[config.mk]
export PLATFORM = sky130hd
export DESIGN_NAME = axi4lite_csr_mst_flat
export DESIGN_NICKNAME = d
export VERILOG_FILES = /design/src/rtl/axi4lite_csr_mst_pkg.sv /design/src/rtl/ofs_fim_axi_lite_if.sv /design/src/rtl/axi4lite_csr_mst_tmo.sv /design/src/rtl/axi4lite_csr_mst.sv /design/src/flat_wrapper.sv
export SDC_FILE = /design/constraint.sdc
export NUM_CORES = 1
export LEC_CHECK = 0
export BUFFER_PORTS_ARGS = -buffer_cell sky130_fd_sc_hd__buf_4
export CORE_AREA = 2 2 139 141
export CTS_BUF_LIST = sky130_fd_sc_hd__clkbuf_2 sky130_fd_sc_hd__clkbuf_4 sky130_fd_sc_hd__clkbuf_8
export CTS_CLUSTER_DIAMETER = 60
export DETAILED_ROUTE_END_ITERATION = 16
export DIE_AREA = 0 0 141 143
export PLACE_DENSITY = 0.66
export SLEW_MARGIN = 5
export SYNTH_ARGS = -nofsm -noshare
export SYNTH_HDL_FRONTEND = slang
export SYNTH_HIERARCHICAL = 1
export SYNTH_SLANG_ARGS = --single-unit
[constraint.sdc]
create_clock -name clk -period 6.34 [get_ports clk]
set_clock_uncertainty 0.1 [all_clocks]
set_input_delay 0.634 -clock clk [delete_from_list [all_inputs] [get_ports clk]]
set_output_delay 0.634 -clock clk [all_outputs]
set_load 0.05 [all_outputs]
[src/rtl/axi4lite_csr_mst_pkg.sv]
// Shared types and constants for the CSR-to-AXI4-lite master.
package axi4lite_csr_mst_pkg;

  typedef enum logic [2:0] {
    IDLE,
    WR_REQ,
    WR_RSP,
    RD_REQ,
    RD_RSP,
    RSP
  } t_csr_mst_state;

  localparam logic [1:0] RESP_OKAY   = 2'b00;
  localparam logic [1:0] RESP_SLVERR = 2'b10;

  function automatic bit data_w_ok(input int w);
    return (w == 32) || (w == 64);
  endfunction

endpackage

[src/rtl/ofs_fim_axi_lite_if.sv]
// AXI4-lite signal bundle with master/slave views.
interface ofs_fim_axi_lite_if #(
  parameter int ADDR_W = 20,
  parameter int DATA_W = 64
);
  logic                awvalid, awready;
  logic [ADDR_W-1:0]   awaddr;
  logic [2:0]          awprot;
  logic                wvalid, wready;
  logic [DATA_W-1:0]   wdata;
  logic [DATA_W/8-1:0] wstrb;
  logic                bvalid, bready;
  logic [1:0]          bresp;
  logic                arvalid, arready;
  logic [ADDR_W-1:0]   araddr;
  logic [2:0]          arprot;
  logic                rvalid, rready;
  logic [DATA_W-1:0]   rdata;
  logic [1:0]          rresp;

  modport master (
    output awvalid, awaddr, awprot, wvalid, wdata, wstrb, bready,
           arvalid, araddr, arprot, rready,
    input  awready, wready, bvalid, bresp, arready, rvalid, rdata, rresp
  );

  modport slave (
    input  awvalid, awaddr, awprot, wvalid, wdata, wstrb, bready,
           arvalid, araddr, arprot, rready,
    output awready, wready, bvalid, bresp, arready, rvalid, rdata, rresp
  );
endinterface

[src/rtl/axi4lite_csr_mst_tmo.sv]
// Outstanding-transaction watchdog; used only when AXI4LITE_CSR_MST_TIMEOUT_EN is defined.
module axi4lite_csr_mst_tmo #(
  parameter int TIMEOUT_CYCLES = 1024
) (
  input  logic clk,
  input  logic rst,
  input  logic clr_i,
  input  logic en_i,
  output logic expire_o
);
  localparam int CNT_W = $clog2(TIMEOUT_CYCLES);
  localparam logic [CNT_W-1:0] LAST = CNT_W'(TIMEOUT_CYCLES - 1);

  logic [CNT_W-1:0] cnt_q, cnt_d;

  always_comb begin
    cnt_d = cnt_q;
    if (clr_i)                     cnt_d = '0;
    else if (en_i && cnt_q != LAST) cnt_d = cnt_q + 1'b1;
  end

  always_ff @(posedge clk or posedge rst) begin
    if (rst) cnt_q <= '0;
    else     cnt_q <= cnt_d;
  end

  assign expire_o = en_i && (cnt_q == LAST);

endmodule

[src/rtl/axi4lite_csr_mst.sv]
// Single-outstanding CSR request/response to AXI4-lite master bridge.
// Optional watchdog and idle B/R sinking under AXI4LITE_CSR_MST_TIMEOUT_EN.
module axi4lite_csr_mst
  import axi4lite_csr_mst_pkg::*;
#(
  parameter int ADDR_W         = 20,
  parameter int DATA_W         = 64,
  parameter int TIMEOUT_CYCLES = 1024
) (
  input  logic                clk,
  input  logic                rst,
  input  logic                csr_req_valid,
  output logic                csr_req_ready,
  input  logic                csr_req_write,
  input  logic [ADDR_W-1:0]   csr_req_addr,
  input  logic [DATA_W-1:0]   csr_req_wdata,
  input  logic [DATA_W/8-1:0] csr_req_wstrb,
  output logic                csr_rsp_valid,
  output logic [DATA_W-1:0]   csr_rsp_rdata,
  output logic                csr_rsp_err,
  output logic                csr_rsp_timeout,
  ofs_fim_axi_lite_if.master  m_axil
);

  if (!data_w_ok(DATA_W) || TIMEOUT_CYCLES < 2) begin : g_bad_cfg
    $error("axi4lite_csr_mst: DATA_W must be 32 or 64 and TIMEOUT_CYCLES >= 2");
  end

  t_csr_mst_state      state_q, state_d;
  logic                req_ready_q, req_ready_d, rsp_valid_q, rsp_valid_d;
  logic [DATA_W-1:0]   rdata_q, rdata_d, wdata_q, wdata_d;
  logic                err_q, err_d, tmo_q, tmo_d;
  logic                awvalid_q, awvalid_d, wvalid_q, wvalid_d, arvalid_q, arvalid_d;
  logic                bready_q, bready_d, rready_q, rready_d;
  logic [ADDR_W-1:0]   addr_q, addr_d;
  logic [DATA_W/8-1:0] wstrb_q, wstrb_d;
  logic                tmo_expire;

`ifdef AXI4LITE_CSR_MST_TIMEOUT_EN
  localparam bit TMO_EN = 1'b1;
  axi4lite_csr_mst_tmo #(.TIMEOUT_CYCLES(TIMEOUT_CYCLES)) u_tmo (
    .clk      (clk),
    .rst      (rst),
    .clr_i    (state_q == IDLE),
    .en_i     (state_q != IDLE && state_q != RSP),
    .expire_o (tmo_expire)
  );
`else
  localparam bit TMO_EN = 1'b0;
  assign tmo_expire = 1'b0;
`endif

  always_comb begin
    state_d     = state_q;
    req_ready_d = 1'b0;
    rsp_valid_d = 1'b0;
    rdata_d     = rdata_q;
    err_d       = err_q;
    tmo_d       = tmo_q;
    awvalid_d   = awvalid_q;
    wvalid_d    = wvalid_q;
    arvalid_d   = arvalid_q;
    bready_d    = bready_q;
    rready_d    = rready_q;
    addr_d      = addr_q;
    wdata_d     = wdata_q;
    wstrb_d     = wstrb_q;
    unique case (state_q)
      IDLE: begin
        req_ready_d = 1'b1;
        bready_d    = TMO_EN;
        rready_d    = TMO_EN;
        if (csr_req_valid && req_ready_q) begin
          req_ready_d = 1'b0;
          addr_d      = csr_req_addr;
          wdata_d     = csr_req_wdata;
          wstrb_d     = csr_req_wstrb;
          rready_d    = 1'b0;
          bready_d    = csr_req_write;
          if (csr_req_write) begin
            state_d   = WR_REQ;
            awvalid_d = 1'b1;
            wvalid_d  = 1'b1;
          end else begin
            state_d   = RD_REQ;
            arvalid_d = 1'b1;
          end
        end
      end
      WR_REQ: begin
        // A dropped valid doubles as that channel's done flag.
        if (m_axil.awready) awvalid_d = 1'b0;
        if (m_axil.wready)  wvalid_d  = 1'b0;
        if (!awvalid_d && !wvalid_d) begin
          if (m_axil.bvalid && bready_q) begin
            state_d     = RSP;
            bready_d    = 1'b0;
            rsp_valid_d = 1'b1;
            err_d       = (m_axil.bresp != RESP_OKAY);
            tmo_d       = 1'b0;
            rdata_d     = '0;
          end else begin
            state_d = WR_RSP;
          end
        end
      end
      WR_RSP: begin
        if (m_axil.bvalid && bready_q) begin
          state_d     = RSP;
          bready_d    = 1'b0;
          rsp_valid_d = 1'b1;
          err_d       = (m_axil.bresp != RESP_OKAY);
          tmo_d       = 1'b0;
          rdata_d     = '0;
        end
      end
      RD_REQ: begin
        if (m_axil.arready) begin
          state_d   = RD_RSP;
          arvalid_d = 1'b0;
          rready_d  = 1'b1;
        end
      end
      RD_RSP: begin
        if (m_axil.rvalid && rready_q) begin
          state_d     = RSP;
          rready_d    = 1'b0;
          rsp_valid_d = 1'b1;
          err_d       = (m_axil.rresp != RESP_OKAY);
          tmo_d       = 1'b0;
          rdata_d     = m_axil.rdata;
        end
      end
      RSP: begin
        state_d     = IDLE;
        req_ready_d = 1'b1;
        bready_d    = TMO_EN;
        rready_d    = TMO_EN;
      end
      default: state_d = IDLE;
    endcase
    // A real completion in the expiry cycle takes precedence over the forced one.
    if (tmo_expire && state_d != RSP) begin
      state_d     = RSP;
      awvalid_d   = 1'b0;
      wvalid_d    = 1'b0;
      arvalid_d   = 1'b0;
      bready_d    = 1'b0;
      rready_d    = 1'b0;
      rsp_valid_d = 1'b1;
      err_d       = 1'b1;
      tmo_d       = 1'b1;
      rdata_d     = '0;
    end
  end

  always_ff @(posedge clk or posedge rst) begin
    if (rst) begin
      state_q     <= IDLE;
      req_ready_q <= 1'b1;
      rsp_valid_q <= 1'b0;
      rdata_q     <= '0;
      err_q       <= 1'b0;
      tmo_q       <= 1'b0;
      awvalid_q   <= 1'b0;
      wvalid_q    <= 1'b0;
      arvalid_q   <= 1'b0;
      bready_q    <= 1'b0;
      rready_q    <= 1'b0;
      addr_q      <= '0;
      wdata_q     <= '0;
      wstrb_q     <= '0;
    end else begin
      state_q     <= state_d;
      req_ready_q <= req_ready_d;
      rsp_valid_q <= rsp_valid_d;
      rdata_q     <= rdata_d;
      err_q       <= err_d;
      tmo_q       <= tmo_d;
      awvalid_q   <= awvalid_d;
      wvalid_q    <= wvalid_d;
      arvalid_q   <= arvalid_d;
      bready_q    <= bready_d;
      rready_q    <= rready_d;
      addr_q      <= addr_d;
      wdata_q     <= wdata_d;
      wstrb_q     <= wstrb_d;
    end
  end

  assign csr_req_ready   = req_ready_q;
  assign csr_rsp_valid   = rsp_valid_q;
  assign csr_rsp_rdata   = rdata_q;
  assign csr_rsp_err     = err_q;
  assign csr_rsp_timeout = tmo_q;

  assign m_axil.awvalid = awvalid_q;
  assign m_axil.awaddr  = addr_q;
  assign m_axil.awprot  = 3'b000;
  assign m_axil.wvalid  = wvalid_q;
  assign m_axil.wdata   = wdata_q;
  assign m_axil.wstrb   = wstrb_q;
  assign m_axil.bready  = bready_q;
  assign m_axil.arvalid = arvalid_q;
  assign m_axil.araddr  = addr_q;
  assign m_axil.arprot  = 3'b000;
  assign m_axil.rready  = rready_q;

endmodule

[src/flat_wrapper.sv]
// flat-port wrapper written by rule: the top's interface ports become plain ports
module axi4lite_csr_mst_flat import axi4lite_csr_mst_pkg::*;
#(
  parameter int ADDR_W         = 20,
  parameter int DATA_W         = 64,
  parameter int TIMEOUT_CYCLES = 1024
)
  (clk, rst, csr_req_valid, csr_req_ready, csr_req_write, csr_req_addr, csr_req_wdata, csr_req_wstrb, csr_rsp_valid, csr_rsp_rdata, csr_rsp_err, csr_rsp_timeout, m_axil_awvalid, m_axil_awaddr, m_axil_awprot, m_axil_wvalid, m_axil_wdata, m_axil_wstrb, m_axil_bready, m_axil_arvalid, m_axil_araddr, m_axil_arprot, m_axil_rready, m_axil_awready, m_axil_wready, m_axil_bvalid, m_axil_bresp, m_axil_arready, m_axil_rvalid, m_axil_rdata, m_axil_rresp);
  ofs_fim_axi_lite_if #(.ADDR_W(ADDR_W), .DATA_W(DATA_W)) m_axil_i ();
  input  logic clk;
  input  logic rst;
  input  logic csr_req_valid;
  output logic csr_req_ready;
  input  logic csr_req_write;
  input  logic [ADDR_W-1:0] csr_req_addr;
  input  logic [DATA_W-1:0] csr_req_wdata;
  input  logic [DATA_W/8-1:0] csr_req_wstrb;
  output logic csr_rsp_valid;
  output logic [DATA_W-1:0] csr_rsp_rdata;
  output logic csr_rsp_err;
  output logic csr_rsp_timeout;
  output wire logic [$bits(m_axil_i.awvalid)-1:0] m_axil_awvalid;
  output wire logic [$bits(m_axil_i.awaddr)-1:0] m_axil_awaddr;
  output wire logic [$bits(m_axil_i.awprot)-1:0] m_axil_awprot;
  output wire logic [$bits(m_axil_i.wvalid)-1:0] m_axil_wvalid;
  output wire logic [$bits(m_axil_i.wdata)-1:0] m_axil_wdata;
  output wire logic [$bits(m_axil_i.wstrb)-1:0] m_axil_wstrb;
  output wire logic [$bits(m_axil_i.bready)-1:0] m_axil_bready;
  output wire logic [$bits(m_axil_i.arvalid)-1:0] m_axil_arvalid;
  output wire logic [$bits(m_axil_i.araddr)-1:0] m_axil_araddr;
  output wire logic [$bits(m_axil_i.arprot)-1:0] m_axil_arprot;
  output wire logic [$bits(m_axil_i.rready)-1:0] m_axil_rready;
  input wire logic [$bits(m_axil_i.awready)-1:0] m_axil_awready;
  input wire logic [$bits(m_axil_i.wready)-1:0] m_axil_wready;
  input wire logic [$bits(m_axil_i.bvalid)-1:0] m_axil_bvalid;
  input wire logic [$bits(m_axil_i.bresp)-1:0] m_axil_bresp;
  input wire logic [$bits(m_axil_i.arready)-1:0] m_axil_arready;
  input wire logic [$bits(m_axil_i.rvalid)-1:0] m_axil_rvalid;
  input wire logic [$bits(m_axil_i.rdata)-1:0] m_axil_rdata;
  input wire logic [$bits(m_axil_i.rresp)-1:0] m_axil_rresp;
  assign m_axil_awvalid = m_axil_i.awvalid;
  assign m_axil_awaddr = m_axil_i.awaddr;
  assign m_axil_awprot = m_axil_i.awprot;
  assign m_axil_wvalid = m_axil_i.wvalid;
  assign m_axil_wdata = m_axil_i.wdata;
  assign m_axil_wstrb = m_axil_i.wstrb;
  assign m_axil_bready = m_axil_i.bready;
  assign m_axil_arvalid = m_axil_i.arvalid;
  assign m_axil_araddr = m_axil_i.araddr;
  assign m_axil_arprot = m_axil_i.arprot;
  assign m_axil_rready = m_axil_i.rready;
  assign m_axil_i.awready = m_axil_awready;
  assign m_axil_i.wready = m_axil_wready;
  assign m_axil_i.bvalid = m_axil_bvalid;
  assign m_axil_i.bresp = m_axil_bresp;
  assign m_axil_i.arready = m_axil_arready;
  assign m_axil_i.rvalid = m_axil_rvalid;
  assign m_axil_i.rdata = m_axil_rdata;
  assign m_axil_i.rresp = m_axil_rresp;
  axi4lite_csr_mst #(.ADDR_W(ADDR_W), .DATA_W(DATA_W), .TIMEOUT_CYCLES(TIMEOUT_CYCLES)) u_core (.clk(clk), .rst(rst), .csr_req_valid(csr_req_valid), .csr_req_ready(csr_req_ready), .csr_req_write(csr_req_write), .csr_req_addr(csr_req_addr), .csr_req_wdata(csr_req_wdata), .csr_req_wstrb(csr_req_wstrb), .csr_rsp_valid(csr_rsp_valid), .csr_rsp_rdata(csr_rsp_rdata), .csr_rsp_err(csr_rsp_err), .csr_rsp_timeout(csr_rsp_timeout), .m_axil(m_axil_i));
endmodule
; Yosys cells after proc, flatten, opt, wreduce, memory -nomap -nowiden
; Index checks and enable logic that the tools add are counted.
[totals]
regBits = 168
latch_bits = 0
mem_bits_rw = 0
romBits = 0
in_bits = 169
mem_count = 0
[classes]
n_addsub = 0
multipliers = 0
div = 0
order_cmp = 0
eq_ne = 12
shifts = 0
mux = 44
bitwise = 0
n_reduce_logical = 22
[ops]
columns = operator, n
row1 = $mux W64, 3
row2 = $pmux W64 S3, 1
row3 = $mux W1, 23
row4 = $mux W3, 6
row5 = $pmux W3 S5, 1
row6 = $pmux W1 S3, 4
row7 = $reduce_and A3 Y1, 3
row8 = $ne A2 B1 Y1 const B, 4
row9 = $pmux W1 S2, 4
row10 = $reduce_bool A2 Y1, 4
row11 = $eq A3 B2 Y1 const B, 2
row12 = $eq A3 B3 Y1 const B, 2
row13 = $ne A2 B2 Y1 const B, 3
row14 = $reduce_bool A3 Y1, 2
row15 = $reduce_and A5 Y1, 1
row16 = $logic_and A1 B1 Y1, 4
row17 = $pmux W1 S4, 1
row18 = $reduce_and A2 Y1, 2
row19 = $reduce_and A4 Y1, 1
row20 = $reduce_bool A4 Y1, 1
row21 = $eq A3 B1 Y1 const B, 1
row22 = $logic_not A3 Y1, 1
row23 = $logic_not A1 Y1, 2
row24 = $mux W2, 1
row25 = $reduce_or A2 Y1, 1

; Longest topological paths before layout
; Gate-level depths: netlist (run 1).
[logic_depth]
word_depth = 6
depth_mapped = 9
ltp_nobuf = 5

; Worst setup path before layout (run 1)
; OpenSTA, ideal clock, no wires.
[synth_timing]
path_type = flip-flop to flip-flop
start = register u_core.req_ready_q (netlist: u_core/csr_req_ready)
end = register u_core.addr_q[0] (netlist: u_core/m_axil.araddr[0])
setup_time_ps = 125
arrival_ps = 1840
setup_slack_ps = 4275
path_stages_with_launch = 6
path_buffers = 2
period_less_slack_ps = 2065
path_cell_list = dfstp_2 > nand2_1 > nor4_1 > buf_2 > buf_2 > mux2_2
[synth_between]
elab_chain_cells = 2
[synth_lines]
columns = element, line
row1 = start: declaration, axi4lite_csr_mst.sv:30  ; logic req_ready_q, req_ready_d, rsp_valid_q, rsp_valid_d;
row2 = start signal: assignment, axi4lite_csr_mst.sv:175  ; req_ready_q <= req_ready_d;
row3 = $logic_and A1 B1 Y1, axi4lite_csr_mst.sv:73  ; if (csr_req_valid && req_ready_q) begin
row4 = $reduce_and A2 Y1 (no source line), -
row5 = end signal: assignment, axi4lite_csr_mst.sv:185  ; addr_q <= addr_d;
row6 = end: declaration, axi4lite_csr_mst.sv:35  ; logic [ADDR_W-1:0] addr_q, addr_d;
; Every way passes these cells.
; A chain may end at the register's enable or synchronous reset.

; Worst setup path after layout (run 1)
[layout_timing]
start = register u_core.state_q[0]
end = register u_core.rdata_q[34] (netlist: u_core/csr_rsp_rdata[34])
[layout_between]
elab_chain_cells = 3
word_cells_on_any_way = 8
[layout_lines]
columns = element, line
row1 = start: declaration, axi4lite_csr_mst.sv:29  ; t_csr_mst_state state_q, state_d;
row2 = start signal: assignment, axi4lite_csr_mst.sv:174  ; state_q <= state_d;
row3 = "$eq A3 B3 Y1, or another cell as far along", axi4lite_csr_mst.sv:68  ; unique case (state_q)
row4 = $ne A2 B1 Y1 (no source line) / $reduce_bool A3 Y1 (equally long branches), -
row5 = $reduce_and A3 Y1 (no source line), -
row6 = end signal: assignment, axi4lite_csr_mst.sv:177  ; rdata_q <= rdata_d;
row7 = end: declaration, axi4lite_csr_mst.sv:31  ; logic [DATA_W-1:0] rdata_q, rdata_d, wdata_q, wdata_d;
; Parallel ways exist; a longest one is shown, timed or not.

==> results.sh, run 1 <==
export IMPL_period_minus_slack_ps=2530
export IMPL_p_leak_uw=0.00525
export IMPL_io_buffers=352
export IMPL_clockRootBuffer="clkbuf_8"
export IMPL_p_clk_frac=0.406
export IMPL_synthFlopType="dfrtp_1"
export IMPL_synth_avg_cell_area_um2=14.7
export IMPL_insertion_delay_ps=440
export IMPL_outcome="completed"
export IMPL_dr_pass1_iters=4
export IMPL_post_synth_num_cell_types=40
export IMPL_numCtsBuffers=17
export IMPL_hp_class="input port to asynchronous set/reset pin"
export IMPL_syn_instance_count=444
export IMPL_ys_seq_elements=167
export IMPL_pwr_share_seq=0.537
export IMPL_die_w_um=141
export IMPL_whs_ps=196
export IMPL_vias=4821
export IMPL_overflow=0
export IMPL_grt_pass1_wl_um=26500
export IMPL_core_area_mm2=0.0186
export IMPL_post_drt_via_cell_ratio=4.74
export IMPL_crit_path_end_kind="flip-flop"
export IMPL_setup_tns_ps=0
export IMPL_gp_congestion=0.801
export IMPL_peakVddDrop_mv=0.103
export IMPL_netSwitchingPower_uw=441
export IMPL_yosys_warnings=6
export IMPL_cts_resized=0
export IMPL_syn2layout_area_growth_pct=46.9
export IMPL_ant_nets=0
export IMPL_synthArstFlopShare=1.00
export IMPL_pwr_share_comb=0.057
export IMPL_drc=0
export IMPL_critPathLaunchType="flip-flop"
export IMPL_synth_top_area_cell="dfrtp_1"
export IMPL_synth_edf_count=0
export IMPL_clk_pin_slew_ps=90
export IMPL_dieArea_mm2=0.0202
export IMPL_maxCapViolations=0
export IMPL_syn_area_mm2=0.00655
export IMPL_yosysTopAreaCellShare=0.635
export IMPL_power_density_mw_per_mm2=206
export IMPL_ctsHoldBuffers=0
export IMPL_drt_wirelength_per_cell_um=17.1
export IMPL_yosysSeqAreaShare=0.639
export IMPL_r2r_cells=5
export IMPL_p_int_uw=1540
export IMPL_max_slew_margin=0.329
export IMPL_antennaDiodeCount=0
export IMPL_grt_pass1_vias=4957
export IMPL_start_util=0.352
export IMPL_drive_gt1_frac=0.624
export IMPL_htreeDepth=4
export IMPL_cts_tree="built"
export IMPL_hold_violations=0
export IMPL_grt_max_degree=89
export IMPL_drv_slew=0
export IMPL_cp_max_fo=67
export IMPL_cts_path_max_buffers=2
export IMPL_hpwl_um=13200
export IMPL_cp_arrival_ps=2810
export IMPL_io_pins=360
export IMPL_grt_use_total=0.169
export IMPL_crit_required_ps=6620
export IMPL_wl_um=17400
export IMPL_setup_viol=0
export IMPL_drtIter0Drc=202
export IMPL_period_share=0.399
export IMPL_critPathKind="flip-flop to flip-flop"
export IMPL_nNetsFinal=940
export IMPL_fmax_mhz=395
export IMPL_clock_sinks=167
export IMPL_die_y_um=143
export IMPL_rows=50
export IMPL_synth_area_leaders="dfrtp_1 (63%), mux2_2 (16%), a22o_1 (8.6%), buf_4 (3.1%), buf_2 (1.6%)"
export IMPL_postCtsSetupBuffers=0
export IMPL_antenna_found_initial=0
export IMPL_rsz0062_at_grt="no"
export IMPL_p_sw_frac=0.223
export IMPL_tightest_slew_ps=1010
==> worst max-delay path, cell delays in order (launching register included) <==
cell and delay, ps:
dfrtp_1 560, or3b_1 570, a21oi_4 230, o21bai_4 150
buf_4 550, a22o_1 270
==> area by class of cell <==
| cell class | count | area (µm²) |
|---|---|---|
| Fill cell | 1586 | 8970 |
| Sequential cell | 167 | 4180 |
| Timing Repair Buffer | 357 | 2680 |
| Multi-Input combinational cell | 222 | 2010 |
| Tap cell | 234 | 293 |
| Clock buffer | 19 | 255 |
| Clock inverter | 13 | 166 |
| Inverter | 6 | 27.5 |
==> cells by family after synthesis <==
family / count (synthesis) / synth area share
fa+ha+maj: 1 / 0.00153
flops: 167 / 0.639
buf+inv: 61 / 0.0591
other cells: 1 / 0.000573
mux: 92 / 0.158
simple gates: 33 / 0.0266
compound gates: 89 / 0.115
==> cell usage after synthesis (2+ instances only) <==
cell / number
a21oi_1: 4
a22o_1: 64
a22oi_1: 2
buf_2: 21
buf_4: 27
buf_6: 4
clkbuf_1: 3
dfrtp_1: 166
inv_1: 6
mux2_2: 92
nand2_1: 12
nand2b_1: 2
nand3b_1: 2
nor2_1: 6
nor2b_1: 2
nor4_1: 3
o21ai_0: 5
==> path summary, 6_finish.rpt <==
kind | slack (ps) | startpoint | end
worst max-delay path | 3810 | u_core/state_q[0] | u_core/csr_rsp_rdata[34]
worst min-delay path | 200 | rst | u_core/csr_rsp_rdata[21]
worst max register to register | 3810 | u_core/state_q[0] | u_core/csr_rsp_rdata[34]
worst min register to register | 410 | u_core/m_axil.wstrb[0] | u_core/m_axil.wstrb[0]
max in group asynchronous | 4340 | rst | u_core/m_axil.wdata[3]
min in group clk | 290 | m_axil_awready | u_core/m_axil.awvalid
==> power groups by stage <==
stage	registers, µW	logic (µW)	clock network (µW)
3_3_place_gp	1090	114	0
2_1_floorplan	1090	29.7	0
6_report	1060	113	804
4_1_cts	1060	116	839
5_1_grt	1060	124	886
3_5_place_dp	1090	115	0
==> flip-flops by register name, summed over array words and instances, names as in the netlist <==
register / flops
u_core/m_axil.wvalid: 1
u_core/csr_rsp_valid: 1
u_core/m_axil.arvalid: 1
u_core/state_q: 3
u_core/csr_rsp_rdata: 64
u_core/m_axil.araddr: 20
u_core/m_axil.rready: 1
u_core/m_axil.bready: 1
u_core/m_axil.wdata: 64
u_core/m_axil.wstrb: 8
u_core/csr_rsp_err: 1
u_core/m_axil.awvalid: 1
u_core/csr_req_ready: 1
==> per-layer routing <==
metal,track usage,vias to the layer above,wire [µm]
met5,0,-,0
met4,0.0637,0,290
met3,0.0560,22,1500
met2,0.286,233,8940
met1,0.201,2348,6670
li1,-,2218,-
==> cell usage in the layout, fill, tap and decap left out, types with 3 or more instances in the layout <==
master,count
clkinvlp_4,3
conb_1,7
inv_1,5
a21oi_1,4
bufinv_16,3
dfrtp_1,166
nor2_1,6
inv_6,6
o21ai_0,5
buf_4,357
clkbuf_8,18
a22o_1,64
mux2_2,92
nand2_1,12
==> stage by stage <==
step / std cells / setup slack (ps) / util / total power (µW) / area [µm²]
after global placement: 986 / 3820 / 0.495 / 1200 / 9190
after global routing: 1018 / 3650 / 0.517 / 2070 / 9610
after detailed placement: 986 / 3810 / 0.495 / 1200 / 9190
final: 1018 / 3810 / 0.517 / 1980 / 9610
after CTS: 1018 / 3820 / 0.517 / 2020 / 9610
after floorplan: 450 / 1090 / - / 1120 / 6570
No activity file was read; power rests on OpenSTA's default activity.
==> run 2, diff against run 1 <==
Clock period 6.34 ns to 2.5 ns, I/O delays scaled along.
==> run 2 against run 1 <==
Sequential share of layout area shrank 6.5 points; flip-flop and latch count did not move; clock-buffer cell count grew 2; utilization rose by 9.1 points; register-to-register slack got worse by 3600 ps; via count up 14%; largest cell class is now buffers.
==> results.sh, run 2 (same netlist as run 1, synthesis figures left out) <==
export IMPL_die_w_um=141
export IMPL_cp_max_fo=27
export IMPL_hold_violations=0
export IMPL_cp_num_buf_inv=1
export IMPL_crit_required_ps=2780
export IMPL_drive_gt1_frac=0.518
export IMPL_p_leak_uw=0.00595
export IMPL_period_share=0.929
export IMPL_cp_arrival_ps=2600
export IMPL_vias=5481
export IMPL_crit_path_end_kind="flip-flop"
export IMPL_numCtsBuffers=17
export IMPL_drv_slew=0
export IMPL_max_stage_delay_ps=920
export IMPL_critPathKind="flip-flop to flip-flop"
export IMPL_critPathLaunchType="flip-flop"
export IMPL_period_minus_slack_ps=2320
export IMPL_insertion_delay_ps=440
export IMPL_start_util=0.352
export IMPL_drtIter0Drc=204
export IMPL_antennaDiodeCount=0
export IMPL_io_pins=360
export IMPL_fillerInstances=1392
export IMPL_cp_cell_sequence="or3b_1 -> buf_4 -> a21oi_4 -> nor2_2 -> a22o_1"
export IMPL_drc=0
export IMPL_final_util=0.608
export IMPL_syn2layout_area_growth_pct=72.7
export IMPL_cts_resized=0
export IMPL_wl_um=19600
export IMPL_most_common_layout_cells="buf_4 (358), dfrtp_1 (166), dlygate4sd3_1 (164), mux2_2 (92), a22o_1 (64)"
export IMPL_power_density_mw_per_mm2=447
export IMPL_setup_viol=0
export IMPL_post_drt_via_cell_ratio=4.62
export IMPL_clockRootBuffer="clkbuf_8"
export IMPL_setup_tns_ps=0
export IMPL_overflow=0
export IMPL_grt_pass1_wl_um=30200
export IMPL_rows=50
export IMPL_cts_path_max_buffers=2
export IMPL_tightest_slew_ps=1190
export IMPL_dieArea_mm2=0.0202
export IMPL_cts_tree="built"
export IMPL_gp_congestion=0.796
export IMPL_clk_pin_slew_ps=90
export IMPL_mostFrequentLayoutCell="buf_4"
export IMPL_hpwl_um=12900
export IMPL_cp_top_family="simple AND/OR/NAND/NOR gates"
export IMPL_grt_use_total=0.190
export IMPL_outcome="completed"
export IMPL_ant_nets=0
export IMPL_whs_ps=55.8
export IMPL_antenna_found_initial=0
export IMPL_htreeDepth=4
export IMPL_dr_pass1_iters=4
export IMPL_die_y_um=143
export IMPL_drt_wirelength_per_cell_um=16.6
export IMPL_slowest_stage="nor2_2"
export IMPL_peakVddDrop_mv=0.260
export IMPL_rsz0062_at_grt="no"
export IMPL_hp_class="input port to flip-flop"
export IMPL_core_area_mm2=0.0186
export IMPL_maxCapViolations=0
export IMPL_fmax_mhz=431
export IMPL_grt_max_degree=98
export IMPL_io_buffers=352
export IMPL_max_slew_margin=0.209
export IMPL_clock_sinks=167
export IMPL_nNetsFinal=1110
export IMPL_grt_pass1_vias=5899
run 2: changes by cell type in the layout (fill, tap and decap cells not counted):
cell / before / now
clkinv_4: 0 / 1
buf_4: 357 / 358
clkinvlp_4: 3 / 4
clkbuf_8: 18 / 20
buf_12: 0 / 4
dlygate4sd3_1: 0 / 164
nor2_2: 0 / 1
bufinv_16: 3 / 1
inv_6: 6 / 3
clkinv_2: 2 / 1
run 2: where the power goes:
group / total, µW / switching, µW / internal [µW]
sequential: 2700 / 0 / 2700
combinational: 509 / 170 / 339
clock: 1850 / 970 / 877
run 2: worst reg2reg max path: cells and delay by family (launching register included):
| family | cells | cell delay, ps |
|---|---|---|
| compound gates | 2 | 330 |
| buf+inv | 1 | 180 |
| flops | 1 | 390 |
| simple gates | 2 | 1260 |
run 2: stage by stage:
| step | cells | instance area (µm²) | total power, µW | setup WS (ps) |
|---|---|---|---|---|
| 2_1_floorplan | 450 | 6570 | 2830 | 24.1 |
| 3_3_place_gp | 991 | 9280 | 3050 | 151 |
| 3_5_place_dp | 991 | 9280 | 3050 | 44.9 |
| 4_1_cts | 1185 | 11300 | 5130 | 39.7 |
| 5_1_grt | 1186 | 11300 | 5280 | 20.4 |
| 6_report | 1186 | 11300 | 5060 | 178 |
run 2: worst paths after layout:
path	startpoint	slack (ps)	to	cells past startpoint
worst max-delay path	u_core/state_q[2]	180	u_core/csr_rsp_rdata[45]	5
worst min register to register	u_core/csr_rsp_err	400	u_core/csr_rsp_err	2
max in group asynchronous	rst	1430	u_core/csr_req_ready	4
min in group asynchronous	rst	390	u_core/m_axil.wdata[42]	4
worst max register to register	u_core/state_q[2]	180	u_core/csr_rsp_rdata[45]	5
worst min-delay path	m_axil_bvalid	60	u_core/m_axil.bready	4
run 2: final cells by class:
class / count / area [µm²] / area share
Timing Repair Buffer: 526 / 4410 / 0.390
Sequential cell: 167 / 4180 / 0.370
Multi-Input combinational cell: 223 / 2020 / 0.179
Tap cell: 234 / 293 / 0.0259
Clock buffer: 21 / 283 / 0.0250
Clock inverter: 9 / 92.6 / 0.00819
Inverter: 6 / 26.3 / 0.00232
run 2: metal layers:
metal | global-route usage | vias to the layer above | routed length (µm)
met5 | 0 | - | 0
met4 | 0.0521 | 0 | 225
met3 | 0.0610 | 15 | 1410
met2 | 0.342 | 237 | 10400
met1 | 0.218 | 2660 | 7590
li1 | - | 2569 | -
run 2: what timing repair did:
item / CTS / global route
endpoints found under the setup margin: 0 / 10
hold buffers: 164 / 0
setup buffers: 0 / 0
endpoints found under the hold margin: 329 / 0
==> run 3, diff against run 2 <==
Settings changed: PLACE_DENSITY 0.66 to 0.65, SYNTH_HIERARCHICAL 1 to unset.
==> run 3 against run 2 <==
Via count grew 2.7%; largest power group is now combinational cells; final cell count grew 0.17%; routed wire length grew 2.0%; critical path depth shrank 1; clock-buffer cell count shrank 1; register-to-register slack gained 200 ps; synthesized area shrank 0.75%; first-iteration DRC count shrank 22%; highest routed layer unchanged.
==> results.sh, run 3 <==
export IMPL_outcome="completed"
export IMPL_timing_rr_end="u_core.m_axil.wdata[60]"
export IMPL_clk_pin_slew_ps=100
export IMPL_clockRootBuffer="clkbuf_8"
export IMPL_die_w_um=141
export IMPL_yosysTopAreaCellShare=0.639
export IMPL_ys_top_cells_by_count="dfrtp_1 (166), mux2_2 (93), a22o_1 (64)"
export IMPL_crit_path_end_kind="flip-flop"
export IMPL_most_common_layout_cells="buf_4 (355), dfrtp_1 (166), dlygate4sd3_1 (163), mux2_2 (93), a22o_1 (64)"
export IMPL_clock_sinks=167
export IMPL_cp_cell_sequence="buf_4 -> nor4_2 -> buf_12 -> mux2_2"
export IMPL_synth_top_family_by_area="multiplexers"
export IMPL_slowest_stage="dfrtp_1"
export IMPL_grt_max_degree=96
export IMPL_synthMuxAreaShare=0.161
export IMPL_hp_class="input port to flip-flop"
export IMPL_synth_simple_area_share=0.0254
export IMPL_synth_most_common_cell="dfrtp_1"
export IMPL_core_area_mm2=0.0186
export IMPL_fmax_mhz=470
export IMPL_cts_path_max_buffers=2
export IMPL_insertion_delay_ps=440
export IMPL_vias=5631
export IMPL_io_buffers=352
export IMPL_numCtsBuffers=17
export IMPL_synthArstFlopShare=1.00
export IMPL_post_synth_num_cell_types=35
export IMPL_drt_wirelength_per_cell_um=16.9
export IMPL_cp_arrival_ps=2360
export IMPL_synth_top_area_cell="dfrtp_1"
export IMPL_worst_path_stages=4
export IMPL_die_y_um=143
export IMPL_gp_congestion=0.888
export IMPL_syn2layout_area_growth_pct=74.6
export IMPL_drv_slew=0
export IMPL_final_util=0.610
export IMPL_rows=50
export IMPL_syn_area_mm2=0.00650
export IMPL_cts_tree="built"
export IMPL_syn_instance_count=446
export IMPL_r2r_cells=4
export IMPL_dieArea_mm2=0.0202
export IMPL_cp_top_family="buffers and inverters"
export IMPL_synth_xor_area_frac=0
export IMPL_grt_pass1_vias=6115
export IMPL_overflow=0
export IMPL_antennaDiodeCount=0
export IMPL_max_slew_margin=0.606
export IMPL_r2r_start="u_core.state_q[0]"
export IMPL_yosys_warnings=0
export IMPL_p_leak_uw=0.00555
export IMPL_power_density_mw_per_mm2=1440
export IMPL_htreeDepth=4
export IMPL_ys_seq_elements=167
export IMPL_cp_max_fo=93
export IMPL_synth_compound_area_frac=0.116
export IMPL_synthFlopType="dfrtp_1"
export IMPL_io_pins=360
export IMPL_post_drt_via_cell_ratio=4.74
export IMPL_hpwl_um=13000
export IMPL_hold_violations=0
export IMPL_period_minus_slack_ps=2130
export IMPL_maxCapViolations=0
export IMPL_grt_use_total=0.197
export IMPL_critPathKind="flip-flop to flip-flop"
export IMPL_synth_edf_count=0
export IMPL_tightest_slew_ps=589
export IMPL_setup_viol=0
export IMPL_yosysSeqAreaShare=0.643
export IMPL_synth_area_leaders="dfrtp_1 (64%), mux2_2 (16%), a22o_1 (8.6%), buf_4 (3.1%), buf_2 (1.6%)"
export IMPL_drtIter0Drc=159
export IMPL_drive_gt1_frac=0.514
export IMPL_critPathLaunchType="flip-flop"
export IMPL_rsz0062_at_grt="no"
export IMPL_postCtsSetupBuffers=0
export IMPL_crit_end="u_core.m_axil.wdata[60]"
export IMPL_grt_pass1_wl_um=31300
export IMPL_critPathLaunch="u_core.state_q[0]"
export IMPL_drc=0
export IMPL_period_share=0.850
export IMPL_mostFrequentLayoutCell="buf_4"
export IMPL_synth_adder_area_share=0
export IMPL_crit_required_ps=2730
export IMPL_dr_pass1_iters=6
export IMPL_max_stage_delay_ps=440
export IMPL_synth_avg_cell_area_um2=14.6
export IMPL_nNetsFinal=1110
export IMPL_start_util=0.350
export IMPL_cp_num_buf_inv=2
export IMPL_hp_start="m_axil_bresp[0]"
export IMPL_setup_tns_ps=0
export IMPL_antenna_found_initial=0
export IMPL_wl_um=20000
export IMPL_peakVddDrop_mv=0.762
export IMPL_ant_nets=0
export IMPL_r2r_slack_ps=370
==> run 3: metal layers <==
layer,track usage,wire (µm),vias to the layer above
met5,0,0,-
li1,-,-,2572
met3,0.0516,1180,46
met4,0.0742,494,0
met1,0.227,7800,2768
met2,0.351,10500,245
==> run 3: per-stage QoR <==
step                      total power, µW  hold slack, ps  instances  setup slack (ps)  instance area (µm²)
after global placement              13900             332        993               465                 9280
after CTS                           16400             116       1188               381                11300
after detailed placement            14100             338        993               386                 9280
after global routing                17000             123       1188               250                11300
final                               16300             131       1188               375                11300
after floorplan                     11200             279        452              24.1                 6520
==> run 3: cells by family after synthesis <==
logic type / count (synthesis)
DFF: 167
and+or+nand+nor: 34
buffers and inverters: 59
other: 1
muxes: 93
AOI/OAI and AO/OA: 92
==> run 3: power by group <==
part / total, µW / leakage, µW / internal [µW] / switching (µW)
clock: 2090 / 0.000205 / 1060 / 1030
combinational: 9570 / 0.00324 / 3170 / 6400
sequential: 4660 / 0.00211 / 3910 / 754
==> run 3: worst min path at each step <==
| stage | to | cells past startpoint |
|---|---|---|
| floorplan | u_core.m_axil.bready | 1 |
| global placement | u_core.m_axil.wdata[27] | 3 |
| detailed placement | u_core.m_axil.wdata[51] | 3 |
| CTS | u_core.csr_rsp_err | 4 |
| global route | u_core.csr_rsp_err | 4 |
| finish | u_core.csr_rsp_err | 4 |
==> run 3: tightest hold or removal path, cell delays in order <==
cell and delay [ps]:
buf_4 80, nor3_1 40, nor2_1 130, mux2_2 160
==> run 3: layout make-up <==
class	count	area (µm²)
Fill cell	1447	7240
Timing Repair Buffer	523	4400
Sequential cell	167	4180
Multi-Input combinational cell	226	2020
Tap cell	234	293
Clock buffer	20	263
Clock inverter	12	166
Inverter	6	26.3
==> run 3: timing repair <==
action	CTS	global route
hold endpoints to repair	328	0
gates resized for setup	0	0
hold buffers	163	0
